==> config.mk <==
export PLATFORM = sky130hd
export DESIGN_NAME = booth_seq_mult
export DESIGN_NICKNAME = d
export VERILOG_FILES = /design/src/rtl/booth_pkg.sv /design/src/rtl/booth_pp_sel.sv /design/src/rtl/booth_seq_mult.sv
export SDC_FILE = /design/constraint.sdc
export NUM_CORES = 1
export LEC_CHECK = 0
export ABC_AREA = 1
export BUFFER_PORTS_ARGS = -buffer_cell sky130_fd_sc_hd__buf_2
export CAP_MARGIN = 20
export CORE_MARGIN = 10
export CORE_UTILIZATION = 35
export DETAILED_ROUTE_END_ITERATION = 10
export PLACE_DENSITY = 0.55
export RECOVER_POWER = 25
export SETUP_SLACK_MARGIN = 0.3
export SYNTH_ARGS = -nofsm -noshare
export SYNTH_HDL_FRONTEND = slang
export SYNTH_SLANG_ARGS = --single-unit
==> constraint.sdc <==
create_clock -name clk -period 7.35 [get_ports clk]
set_clock_uncertainty 0.2 [all_clocks]
set_input_delay 0.735 -clock clk [delete_from_list [all_inputs] [get_ports clk]]
set_output_delay 0.735 -clock clk [all_outputs]
set_load 0.01 [all_outputs]
==> src/rtl/booth_pkg.sv <==
// Shared definitions for the radix-4 Booth sequential multiplier:
// controller state encoding, Booth group codes and the multiplicand guard width.
package booth_pkg;

  // Extra multiplicand bits so that +/-2A cannot overflow the partial product.
  localparam int GUARD_W = 2;

  typedef enum logic [1:0] {
    ST_IDLE = 2'd0,
    ST_RUN  = 2'd1,
    ST_DONE = 2'd2
  } state_t;

  // Radix-4 Booth group codes: {b[2i+1], b[2i], b[2i-1]}.
  localparam logic [2:0] GRP_ZERO_P  = 3'b000;
  localparam logic [2:0] GRP_PLUS_1A = 3'b001;
  localparam logic [2:0] GRP_PLUS_1B = 3'b010;
  localparam logic [2:0] GRP_PLUS_2  = 3'b011;
  localparam logic [2:0] GRP_MINUS_2 = 3'b100;
  localparam logic [2:0] GRP_MINUS_1A = 3'b101;
  localparam logic [2:0] GRP_MINUS_1B = 3'b110;
  localparam logic [2:0] GRP_ZERO_N  = 3'b111;

endpackage : booth_pkg

==> src/rtl/booth_pp_sel.sv <==
// Radix-4 Booth partial-product selector: maps one 3-bit group code and the
// guarded multiplicand to 0, +/-A or +/-2A, WIDTH+GUARD_W bits wide.
module booth_pp_sel
  import booth_pkg::*;
#(
  parameter int WIDTH = 8
) (
  input  logic [2:0]               code,
  input  logic [WIDTH+GUARD_W-1:0] mcand,
  output logic [WIDTH+GUARD_W-1:0] pp
);

  localparam int PP_W = WIDTH + GUARD_W;

  logic [PP_W-1:0] mcand_x2;

  assign mcand_x2 = {mcand[PP_W-2:0], 1'b0};

  // Decode the Booth group into the signed partial product.
  always_comb begin
    // NOTE: default assignment first so every path drives pp; no latch can be inferred.
    pp = '0;
    case (code)
      GRP_ZERO_P, GRP_ZERO_N:     pp = '0;
      GRP_PLUS_1A, GRP_PLUS_1B:   pp = mcand;
      GRP_PLUS_2:                 pp = mcand_x2;
      GRP_MINUS_2:                pp = -mcand_x2;
      GRP_MINUS_1A, GRP_MINUS_1B: pp = -mcand;
      default:                    pp = '0;
    endcase
  end

endmodule : booth_pp_sel

==> src/rtl/booth_seq_mult.sv <==
// Sequential radix-4 Booth signed multiplier, two multiplier bits per cycle.
// IDLE -> RUN (WIDTH/2 iterations) -> DONE (one-cycle done pulse) -> IDLE.
// Optional build macro BOOTH_EARLY_EXIT_EN: leave RUN as soon as every
// remaining Booth group decodes to zero (remaining multiplier bits all equal).
module booth_seq_mult
  import booth_pkg::*;
#(
  parameter int WIDTH = 8
) (
  input  logic                 clk,
  input  logic                 rst,
  input  logic                 start,
  input  logic [WIDTH-1:0]     a,
  input  logic [WIDTH-1:0]     b,
  output logic                 busy,
  output logic                 done,
  output logic [2*WIDTH-1:0]   p
);

  localparam int MC_W  = WIDTH + GUARD_W;
  localparam int MP_W  = WIDTH + 1;
  localparam int P_W   = 2 * WIDTH;
  localparam int ITERS = WIDTH / 2;
  localparam int CNT_W = $clog2(ITERS) + 1;
  localparam logic [CNT_W-1:0] LAST_CNT = CNT_W'(ITERS - 1);

  if ((WIDTH % 2) != 0 || WIDTH < 4) begin : g_bad_width
    $error("booth_seq_mult: WIDTH must be even and >= 4");
  end

  state_t            state;
  logic [MC_W-1:0]   mcand;
  logic [MP_W-1:0]   mplier;
  logic [P_W-1:0]    acc;
  logic [CNT_W-1:0]  cnt;

  logic [MC_W-1:0]   pp;
  logic [P_W-1:0]    pp_ext;
  logic [P_W-1:0]    acc_nxt;
  logic [MP_W-1:0]   mplier_nxt;
  logic              last_iter;

  booth_pp_sel #(
    .WIDTH (WIDTH)
  ) u_pp_sel (
    .code  (mplier[2:0]),
    .mcand (mcand),
    .pp    (pp)
  );

  // Next accumulator / multiplier values and end-of-run detection.
  always_comb begin
    pp_ext     = {{(P_W-MC_W){pp[MC_W-1]}}, pp} << {cnt, 1'b0};
    acc_nxt    = acc + pp_ext;
    mplier_nxt = {{2{mplier[MP_W-1]}}, mplier[MP_W-1:2]};
    last_iter  = (cnt == LAST_CNT);
`ifdef BOOTH_EARLY_EXIT_EN
    // All-equal remaining bits mean every later group is 000 or 111.
    if ((mplier_nxt == '0) || (&mplier_nxt)) begin
      last_iter = 1'b1;
    end
`else
`endif
  end

  // Controller and datapath registers, including registered outputs.
  always_ff @(posedge clk) begin
    if (rst) begin
      // NOTE: datapath registers are reset too, so an aborted run leaves nothing behind.
      state  <= ST_IDLE;
      busy   <= 1'b0;
      done   <= 1'b0;
      p      <= '0;
      mcand  <= '0;
      mplier <= '0;
      acc    <= '0;
      cnt    <= '0;
    end else begin
      // NOTE: non-blocking assignments; every register sees pre-edge values.
      done <= 1'b0;
      case (state)
        ST_IDLE: begin
          if (start) begin
            mcand  <= {{GUARD_W{a[WIDTH-1]}}, a};
            mplier <= {b, 1'b0};
            acc    <= '0;
            cnt    <= '0;
            busy   <= 1'b1;
            state  <= ST_RUN;
          end
        end
        ST_RUN: begin
          acc    <= acc_nxt;
          mplier <= mplier_nxt;
          cnt    <= cnt + CNT_W'(1);
          if (last_iter) begin
            p     <= acc_nxt;
            done  <= 1'b1;
            state <= ST_DONE;
          end
        end
        ST_DONE: begin
          busy  <= 1'b0;
          state <= ST_IDLE;
        end
        default: begin
          busy  <= 1'b0;
          state <= ST_IDLE;
        end
      endcase
    end
  end

endmodule : booth_seq_mult

Yosys cells after proc, flatten, opt, wreduce, memory -nomap -nowiden
Index checks and enable logic that the tools add are counted.
- register bits after elaboration: 56
- input bits: 19
- logic and storage cells: 52
- muxes and demuxes: 13
- reductions and logical operators: 13
- bitwise logic cells: 1
- eq/ne operators: 11
- shift operators: 1
- add/subtract/negate cells: 4
- operators with widths (kind ; count):
    10-bit one-hot mux with 5 select lines ; 1
    16-bit one-hot mux with 2 select lines ; 1
    10-bit negation ; 2
    9-bit one-hot mux with 2 select lines ; 1
    16-bit adder ; 1
    16-bit two-way mux ; 1
    16-bit by 4-bit left shift with 16-bit output ; 1
    3-bit equality test (second input constant) ; 4
    2-bit AND reduction ; 5
    3-bit by 2-bit equality test with 1-bit output (second input constant) ; 3
    9-bit two-way mux ; 1
    2-bit OR reduction ; 4
    3-bit one-hot mux with 2 select lines ; 1
    2-bit two-way mux ; 2
    2-bit inequality test (second input constant) ; 2
    2-bit one-hot mux with 2 select lines ; 1
    3-bit by 1-bit adder with 3-bit output (second input constant) ; 1
    3-bit by 1-bit equality test with 1-bit output (second input constant) ; 1
    3-bit logical NOT ; 1
    3-bit two-way mux ; 1
    3-bit AND reduction ; 1
    2-bit by 1-bit equality test with 1-bit output (second input constant) ; 1
    2-bit logical NOT ; 1
    1-bit two-way mux ; 2
    other kinds (3) ; 3

Logic depth before layout (Yosys ltp)
- depth after elaboration: 6
- gate-level depth with buffers: 27

Hierarchy
A second synthesis with hierarchy kept.
- cell total of the unflattened synthesis: 597
- area total of the unflattened synthesis: 3787.4 um2
- modules (own cells, without submodules) (module ; instances ; area each (um2) ; cells each):
    booth_seq_mult ; 1 ; 3275.6 ; 503
    booth_pp_sel ; 1 ; 511.7 ; 94

Worst setup path after synthesis
No wires, ideal clock.
- path kind: register to register
- from: reg mcand[0]
- to: reg p[15]
- setup time: 0.109 ns
- period minus slack after synthesis: 3.215 ns
- cell stages (with the launch flop): 28
- data arrival time: 2.906 ns
- setup slack: 4.135 ns
- cell sequence: dfxtp_1 -> inv_1 -> ha_1 -> inv_1 -> nor2_1 -> nand3_2 -> nand2_1 -> o21ai_1 -> a31oi_1 -> nand2_1 -> o21ai_0 -> inv_1 -> a21oi_1 -> a21oi_1 -> ha_1 -> inv_1 -> o21bai_1 -> inv_1 -> o21ai_0 -> a21oi_1 -> nand2_1 -> nand2_1 -> nand2_1 -> nand3b_2 -> nand2_1 -> nand2_1 -> nand2_1 -> inv_1
- cells in the longest elaborated chain, start to end: 4
- RTL lines (item ; line ; RTL):
    start: declaration ; booth_seq_mult.sv:32 ; logic [MC_W-1:0] mcand;
    start signal: assignment ; booth_seq_mult.sv:84 ; mcand <= {{GUARD_W{a[WIDTH-1]}}, a};
    10-bit negation (on tied branches) ; booth_pp_sel.sv:28, booth_pp_sel.sv:27 ;
    10-bit one-hot mux with 5 select lines * ; booth_pp_sel.sv:23 ; case (code)
    16-bit by 4-bit left shift with 16-bit output * ; booth_seq_mult.sv:53 ; pp_ext = {{(P_W-MC_W){pp[MC_W-1]}}, pp} << {cnt, 1'b0};
    16-bit adder * ; booth_seq_mult.sv:54 ; acc_nxt = acc + pp_ext;
    end signal: assignment ; booth_seq_mult.sv:97 ; p <= acc_nxt;
    end: declaration ; booth_seq_mult.sv:17 ; output logic [2*WIDTH-1:0] p
Mark *: on every way between the ends. The rest lies on a longest branch, timed or not.
A chain may end at the register's enable or synchronous reset.

Final worst setup path
Same ends and word-level chain as after synthesis.

==> flow_summary.yaml <==
setup_path:
  path_class: "reg2reg"
  end_kind: "flip-flop"
  critPathLaunchType: "flip-flop"
  cp-endpoint: "p[15]"
  arrival_ps: 3810
  r2r-start: "mcand[0]"
  reg2reg_slack_ps: 3570
  cp.required_ps: 7380
  startpoint: "mcand[0]"
  r2r-end: "p[15]"
  crit_path_frequent_cell: "nand2_1"
  worstRegToRegCells: 27
  critPathMaxStageDelay_ps: 360
  crit_fanout: 4
  cp_slowest_cell: "ha_1"
synth:
  yosys_register_bits: 56
  ys_types: 47
  synth_ff_type: "dfxtp_1"
  synth.largest_area_cell: "dfxtp_1"
  synthCells: 530
  synthArstFlopShare_pct: 0
  synth_top_cells_by_area: "dfxtp_1, nand2_1, a21oi_1"
  syn_area_um2: 3585
  ys_seq_area_share_pct: 31.27
  synth.net_count: 568
  yosysWarnings: 0
  synth_edf_count: 0
  yosysTopAreaCellShare_pct: 31.27
  avgSynthCellArea_um2: 6.764
floorplan:
  die_w_um: 121.2
  ioPinCount: 37
  die_height_um: 121.2
  dieArea_um2: 14690
  core_area_um2: 9864
  rows: 36
  start_util_pct: 36.34
clock_network:
  cts_buffer_depth: 2
  cts_hold_buf: 0
  ctsResizeCount: 0
  cts.sinks: 56
  clockRootBuffer: "clkbuf_8"
  post_cts.repair.setup_buffers: 0
  cts_buffers: 5
  ctsHtreeMaxLevel: 2
  cts_tree: "yes"
  clk-insertion-delay-late_ps: 320
  clk_pin_slew_ps: 100
global_routing:
  grtUsageTotal_pct: 13.52
  grt_max_degree: 36
  grt_pass1_wl_mm: 16.64
  grt_pass1_vias: 3497
  overflow: 0
  antenna_found_initial: 0
routing:
  drt_pass1_iterations: 4
  first_iter_violations: 204
  drc: 0
  wire_per_inst_um: 13.84
  final_antenna_net_count: 0
  dr_total_vias: 3485
  wirelength_mm: 9.534
  viasPerCell: 5.058
power:
  comb_power_share_pct: 28.5
  leakage_nw: 1.747
  peakVddDrop_v: 0.00007134
  p_int_mw: 0.4648
  switchingPower_mw: 0.2543
  power.density_nw_per_um2: 182.9
  power_frac_seq_pct: 46.3
  swShare_pct: 35.37
  clock_power_share_pct: 25.2
placed_design:
  hpwl_mm: 7.203
  place_ws_ps: 3646
  gp_congestion: 0.9016
  io_buffers: 36
timing:
  hold_viol: 0
  post-route-period-util_pct: 51.45
  relSlewSlack_pct: 45.41
  clock.fmax_ghz: 0.2644
  setup_ws_ps: 3568
  setup_viol: 0
  slew_violations: 0
  min_period_ps: 3782
  grt_setup_unrepaired: "no"
  setup_tns_ps: 0
  worstMarginPinSlew_ps: 813.8
run_status:
  outcome: "completed"
cells_and_area:
  multi_input_area_um2: 2148
  antennaDiodeCount: 0
  drive_gt1_share_pct: 11.15
  fillers: 1065
  fin_nets: 593
  regArea_um2: 1121
  area_delta_synth_final_pct: 9.668
hold_path:
  hp-class: "reg2reg"
run:
  maxCapViolCount: 0
-- power by group through the flow --
stage / Sequential (mW) / Clock, mW / Combinational, mW
CTS: 0.333 / 0.189 / 0.204
floorplan: 0.335 / 0 / 0.159
detailed placement: 0.340 / 0 / 0.203
global placement: 0.340 / 0 / 0.204
finish: 0.333 / 0.181 / 0.205
global route: 0.336 / 0.200 / 0.235
-- area by class of cell --
type,instances,area share (%)
Timing Repair Buffer,38,4.392
Clock inverter,1,0.1910
Sequential cell,56,28.52
Multi-Input combinational cell,393,54.65
Clock buffer,7,2.196
Inverter,61,5.824
Tap cell,133,4.233
-- cell families (layout without fill, tap and decap cells) --
kind of cell / count (synthesis) / after routing / synth area share [%]
xor gates and xnor gates: 10 / 10 / 2.443
AOI/OAI and AO/OA: 128 / 128 / 20.66
adders and majority gates: 19 / 19 / 6.841
DFF: 56 / 56 / 31.27
and+or+nand+nor: 233 / 233 / 29.15
buffers and inverters: 81 / 107 / 8.796
muxes: 3 / 3 / 0.8377
-- how the worst min path moves through the flow --
stage / start / cells past startpoint / end
2_1_floorplan: acc[0] / 2 / acc[0]
3_3_place_gp: busy / 2 / busy
3_5_place_dp: busy / 2 / busy
4_1_cts: busy / 2 / busy
5_1_grt: mplier[4] / 2 / mplier[4]
6_report: busy / 2 / busy
-- critical path: cells and delay by family (launching register included) --
kind	cells	cell delay [ps]
buffers and inverters	6	470
DFF	1	340
and+or+nand+nor	11	1140
AOI/OAI and AO/OA	8	930
adders and majority gates	2	600
-- through the flow --
step	utilization (%)	total power [mW]	area (um2)	std cells	hold WS [ps]
2_1_floorplan	-	0.4935	3585	530	244.4
3_3_place_gp	39.13	0.5438	3860	681	248.8
3_5_place_dp	39.13	0.5426	3860	681	252.6
4_1_cts	40.08	0.7262	3954	689	268.2
5_1_grt	39.85	0.7707	3931	689	291.9
6_report	39.85	0.7191	3931	689	266.2
-- routing by layer --
metal  routed length [um]  share of wire (%)  vias to the layer above  global-route usage [%]
met5                    0                  0                        -                       0
met4                  111                1.2                        0                   4.247
met3                  243                2.5                        9                   1.861
met2                 4434                 47                       45                   22.82
met1                 4745                 50                     1626                   17.37
li1                     -                  -                     1805                       -
-- cells in the final DEF (no fill, tap or decap), drive strengths merged --
cell / count
buf: 20
o211ai: 4
nand3b: 2
nand2: 129
a22oi: 1
clkbuf: 25
nor2: 46
dfxtp: 56
o22ai: 3
a221oi: 1
o21bai: 10
or2: 5
a21o: 1
a211oi: 1
clkinvlp: 1
mux2i: 3
o2111ai: 1
o21a: 2
a21oi: 59
o21ai: 38
nor4: 1
nor3: 3
fa: 1
nand3: 41
a31oi: 3
ha: 18
o221ai: 1
clkinv: 3
o31ai: 2
o2bb2ai: 1
inv: 58
xor2: 7
xnor2: 3
nand4: 6
-- synth_stat cells (6+ instances only) --
master and n:
ha_1 18, clkbuf_1 13, nand2_2 6, xor2_1 7
dfxtp_1 56, inv_1 53, a21oi_1 57, buf_2 6
o21ai_0 32, o21bai_1 10, nand2_1 123, nand3_1 37
nor2_2 6, nor2_1 38
-- registers in the layout, summed over array words and instances, names as in the netlist --
signal	count
acc	16
p	16
mplier	9
mcand	8
cnt	3
state	2
busy	1
done	1
Power figures use the tool's default switching activity.
